<file path="src/rtl/rssb_pkg.sv">
// Shared types, default widths and helpers for the RSSB core.
package rssb_pkg;

  localparam int unsigned DEF_WIDTH = 8;
  localparam int unsigned DEF_CNT_W = 16;

  typedef enum logic [2:0] {
    IDLE   = 3'd0,
    FETCH  = 3'd1,
    DECODE = 3'd2,
    EXEC   = 3'd3,
    HALT   = 3'd4
  } state_t;

  // All-ones address of the given width; an instruction holding it halts the core.
  function automatic logic [63:0] halt_addr(input int unsigned width);
    if (width >= 64) halt_addr = '1;
    else             halt_addr = (64'd1 << width) - 64'd1;
  endfunction

endpackage

</file>
<file path="src/rtl/rssb_sub.sv">
// Reverse-subtract datapath: result = minuend - subtrahend, borrow when minuend < subtrahend.
module rssb_sub
  import rssb_pkg::*;
#(
  parameter int unsigned WIDTH = DEF_WIDTH
) (
  input  logic [WIDTH-1:0] minuend,
  input  logic [WIDTH-1:0] subtrahend,
  output logic [WIDTH-1:0] result,
  output logic             borrow
);

  logic [WIDTH:0] diff;

  // One extra bit carries the unsigned borrow out of the subtraction.
  assign diff   = {1'b0, minuend} - {1'b0, subtrahend};
  assign result = diff[WIDTH-1:0];
  assign borrow = diff[WIDTH];

endmodule

</file>
<file path="src/rtl/rssb_ctrl.sv">
// RSSB sequencing controller: fetch / decode / execute over external ROM and RAM.
module rssb_ctrl
  import rssb_pkg::*;
#(
  parameter int unsigned WIDTH = DEF_WIDTH,
  parameter int unsigned CNT_W = DEF_CNT_W
) (
  input  logic             clk,
  input  logic             rst,
  input  logic             start,
  output logic [WIDTH-1:0] rom_addr,
  input  logic [WIDTH-1:0] rom_data,
  output logic [WIDTH-1:0] ram_addr,
  input  logic [WIDTH-1:0] ram_rdata,
  output logic [WIDTH-1:0] ram_wdata,
  output logic             ram_we,
  output logic [WIDTH-1:0] acc_out,
  output logic [WIDTH-1:0] pc_out,
  output logic             busy,
  output logic             halted,
  output logic [CNT_W-1:0] instr_cnt
);

  localparam logic [WIDTH-1:0] HALT_A = WIDTH'(halt_addr(WIDTH));
  localparam logic [CNT_W-1:0] CNT_MAX = '1;

  state_t           state, state_nx;
  logic [WIDTH-1:0] pc, acc, opnd;
  logic [CNT_W-1:0] cnt;
  logic [WIDTH-1:0] result;
  logic             borrow;

  rssb_sub #(.WIDTH(WIDTH)) u_sub (
    .minuend   (ram_rdata),
    .subtrahend(acc),
    .result    (result),
    .borrow    (borrow)
  );

  // State register plus architectural registers (pc, acc, operand, retire count).
  always_ff @(posedge clk) begin
    if (rst) begin
      state <= IDLE;
      pc    <= '0;
      acc   <= '0;
      opnd  <= '0;
      cnt   <= '0;
    end else begin
      state <= state_nx;
      case (state)
        IDLE, HALT: begin
          if (start) begin
            pc  <= '0;
            acc <= '0;
            cnt <= '0;
          end
        end
        DECODE: opnd <= rom_data;
        EXEC: begin
          acc <= result;
          pc  <= pc + (borrow ? WIDTH'(2) : WIDTH'(1));
          if (cnt != CNT_MAX) cnt <= cnt + CNT_W'(1);
        end
        default: ;
      endcase
    end
  end

  // Next-state decode and RAM port control; reset blanks the RAM port in the same cycle.
  always_comb begin
    state_nx  = state;
    ram_addr  = '0;
    ram_wdata = '0;
    ram_we    = 1'b0;
    case (state)
      IDLE, HALT: if (start) state_nx = FETCH;
      FETCH:      state_nx = DECODE;
      DECODE: begin
        if (rom_data == HALT_A) begin
          state_nx = HALT;
        end else begin
          ram_addr = rom_data;
          state_nx = EXEC;
        end
      end
      EXEC: begin
        ram_addr  = opnd;
        ram_wdata = result;
        ram_we    = 1'b1;
        state_nx  = FETCH;
      end
      default: state_nx = IDLE;
    endcase
    if (rst) begin
      ram_addr  = '0;
      ram_wdata = '0;
      ram_we    = 1'b0;
    end
  end

  assign rom_addr  = pc;
  assign pc_out    = pc;
  assign acc_out   = acc;
  assign instr_cnt = cnt;
  assign busy      = (state == FETCH) || (state == DECODE) || (state == EXEC);
  assign halted    = (state == HALT);

endmodule

</file>
<file path="config.mk">
export PLATFORM = sky130hd
export DESIGN_NAME = rssb_ctrl
export DESIGN_NICKNAME = d
export VERILOG_FILES = /design/src/rtl/rssb_pkg.sv /design/src/rtl/rssb_sub.sv /design/src/rtl/rssb_ctrl.sv
export SDC_FILE = /design/constraint.sdc
export NUM_CORES = 1
export LEC_CHECK = 0
export ABC_AREA = 1
export CAP_MARGIN = 20
export CORE_AREA = 2 2 76 92
export DETAILED_ROUTE_END_ITERATION = 7
export DIE_AREA = 0 0 78 94
export PLACE_DENSITY = 0.75
export SLEW_MARGIN = 20
export SYNTH_ARGS = -nofsm -noshare
export SYNTH_HDL_FRONTEND = slang
export SYNTH_HIERARCHICAL = 1
export SYNTH_SLANG_ARGS = --single-unit
</file>
<file path="constraint.sdc">
create_clock -name clk -period 2.14 [get_ports clk]
set_input_delay 0.214 -clock clk [delete_from_list [all_inputs] [get_ports clk]]
set_output_delay 0.214 -clock clk [all_outputs]
set_load 0.01 [all_outputs]
</file>
==> results of run 1 <==
==> flip-flops by register name (all words and copies together), names as in the netlist <==
register   cells
pc_out         8
opnd           8
state          3
acc_out        8
instr_cnt     16
==> logic make-up (layout without fill, tap and decap cells) <==
| logic type | after synthesis | after routing | synth area share [%] |
|---|---|---|---|
| AND/OR/NAND/NOR | 237 | 237 | 37.5 |
| adder cells (fa/ha/maj) | 13 | 13 | 6.43 |
| flip-flops | 43 | 43 | 31.1 |
| AO/OA/AOI/OAI | 62 | 62 | 12.2 |
| XOR/XNOR | 4 | 4 | 1.27 |
| buffers and inverters | 73 | 191 | 11.5 |
==> layout by cell type, fill, tap and decap left out, types with 5 or more instances in the layout <==
master | synthesis | layout
nand4_1 | 9 | 9
nand2_1 | 128 | 117
dlymetal6s2s_1 | 0 | 8
nor2_2 | 2 | 8
ha_4 | 0 | 7
buf_4 | 8 | 49
clkbuf_8 | 0 | 6
or2_2 | 5 | 5
nand2_2 | 6 | 15
dlygate4sd2_1 | 0 | 5
a21oi_2 | 2 | 6
o21ai_0 | 8 | 7
dfxtp_1 | 43 | 36
buf_2 | 5 | 8
clkdlybuf4s50_1 | 0 | 57
nor2_1 | 40 | 32
inv_2 | 3 | 7
inv_1 | 47 | 43
nand3_1 | 34 | 32
dfxtp_2 | 0 | 7
a21oi_1 | 45 | 41
==> repair_timing <==
item | in CTS | in global routing
cloned | 0 | 1
endpoints found under the setup margin | 23 | 22
setup buffers | 7 | 4
resized for setup | 37 | 46
pin swaps | 10 | 28
==> power by group through the flow <==
stage / clock [mW] / combinational, mW / sequential [mW]
final: 0.675 / 0.575 / 0.851
after global routing: 0.724 / 0.630 / 0.854
after CTS: 0.690 / 0.528 / 0.850
after detailed placement: 0 / 0.509 / 0.867
after global placement: 0 / 0.498 / 0.866
after floorplan: 0 / 0.304 / 0.869
==> per-layer routing <==
metal  GRT usage, %  share of wire, %  wire length [µm]  vias up
met5              0                 0                 0        -
met3           3.94               4.1               346       12
met2           42.7                53              4460       85
met1           25.4                41              3470     1510
li1               -                 -                 -     1612
met4           8.33               1.4               120        0
==> final cells by class <==
class	instances	share of cell area (%)
tap	85	2.49
timing repair buffer	131	27.5
inverter	52	4.66
multi-input combinational	316	42.2
clock inverter	2	0.820
clock buffer	6	1.93
sequential	43	20.4
==> metrics by stage <==
step | power [mW] | worst slack (ns) | util (%) | cells | cell area [µm²]
final | 2.10 | -0.217 | 66.7 | 635 | 4270
after global routing | 2.21 | -0.351 | 66.7 | 635 | 4270
after CTS | 2.07 | -0.153 | 64.5 | 631 | 4130
after detailed placement | 1.38 | -0.656 | 61.3 | 616 | 3930
after global placement | 1.36 | -0.572 | 61.3 | 616 | 3930
after floorplan | 1.17 | -0.0945 | - | 432 | 2840
==> worst paths after layout <==
path / from / end / slack, ns / cells after the start
worst max-delay path: acc_out[0] / pc_out[6] / -0.22 / 13
worst min-delay path: rst / pc_out[6] / 0.15 / 2
worst max register to register: acc_out[0] / pc_out[6] / -0.22 / 13
worst min register to register: opnd[2] / opnd[2] / 0.46 / 2
==> results.cfg, run 1 <==
[sta]
fin_skew_ns = 0.0175
slew_violations = 0
timing.fmax_mhz = 424
whs_ns = 0.146
tightestPinTransition_ns = 0.549
rsz0062_at_grt = true
fin_crit_sh_pct = 110
fin_ws_ns = -0.217
hold_viol_final = 0
slew_headroom_pct = 63.3
setup_tns_ns = -1.24
setup_viol = 10
period_needed_ns = 2.36

[critical_path]
cp.arrival_ns = 2.58
cp.buffers_inverters = 1
end_kind = flop
worstPathCellList = ha_4 -> fa_2 -> nor2_4 -> o21ai_2 -> nor2_2 -> nor2_4 -> buf_6 -> fa_2 -> nand2_4 -> nor2_2 -> a31oi_1 -> a21oi_1 -> nor3_1
critPathSlowestCell = fa_2
crit_fanout = 3
path_class = reg2reg
start_kind = flop
critical_path.max_stage_delay_ns = 0.40
critPathTopFamily = adder cells
cp_data_required_time_ns = 2.36

[yosys]
ys_async_sr_fraction_pct = 0
synth_edf_count = 0
yosysSeqAreaShare_pct = 31.1
yosysWarnings = 6
syn_nets = 464
synth_area_um2 = 2770
ys_ff_latch = 43
avgSynthCellArea_um2 = 6.40
synth_common_cells = nand2_1 (128), inv_1 (47), a21oi_1 (45)
synth_largest_area_cell = dfxtp_1
yosysMostFrequentCell = nand2_1
ys_types = 35
ys.flop_type = dfxtp_1
synth_top_area_share_pct = 31.1
post_synth_inst_count = 432
ys_top_cells_by_area = dfxtp_1 (31%), nand2_1 (17%), a21oi_1 (8.1%)

[clock_tree]
h-tree-depth = 2
root_buffer = clkbuf_8
clock_latency_ns = 0.30
path_clk_slew_ns = 0.09
cts_max_path_buffers = 2
cts_hold_buffers = 0
cts_tree = yes
cts_sinks = 43
cts_made_buffers = 5

[power]
seqPwrFrac_pct = 40.5
peakVddDrop_v = 0.000439
leakagePower_nw = 1.92
intPower_mw = 1.46
cellPowerDensity_nw_per_um2 = 492
p_comb_share_pct = 27.4
p_clk_share_pct = 32.1
switchingPower_uw = 643
swShare_pct = 30.6

[placed_design]
gp_congestion = 0.870
dp_hpwl_mm = 5.77
numPortBuffers = 77

[layout]
seqCellArea_um2 = 870
nFillCells = 578
drive_gt1_share_pct = 26.4
syn_to_final_growth_pct = 54.5
antenna_cells = 0
nNetsFinal = 581
multiInputGateArea_um2 = 1800

[outcome]
failed_checks = negative setup slack
outcome = finished, violations left

[routing]
drt_iter0_markers = 107
vias_per_cell = 5.07
wl_per_cell_um = 13.2
first_pass_iters = 4
routed_wl_mm = 8.39
via_count = 3219
antenna_left = 0
remaining_drc_errors = 0

[die]
die_y_um = 94
initial_core_util_pct = 43.2
die_area_um2 = 7330
core_um2 = 6410
num_rows = 32
die_x_um = 78
io_pins = 78

[job]
drv_cap = 0

[hold_path]
min_path_type = in2reg

[global_route]
antenna_found_initial = 0
grt_use_total_pct = 22.7
grt_pass1_vias = 3211
grt_max_degree = 32
grt_pass1_wl_mm = 13.7
grt-ovfl-total = 0
No activity file was read; power rests on OpenSTA's default activity.
==> inputs of run 2 (changes only) <==
--- a/config.mk
+++ b/config.mk
@@ -10,6 +10,7 @@
 export CORE_AREA = 2 2 76 92
 export DETAILED_ROUTE_END_ITERATION = 7
 export DIE_AREA = 0 0 78 94
+export HOLD_SLACK_MARGIN = 0.02
 export PLACE_DENSITY = 0.75
 export SLEW_MARGIN = 20
 export SYNTH_ARGS = -nofsm -noshare
==> results of run 2 <==
The final DEF is identical to that of run 1; final timing and power are the same.
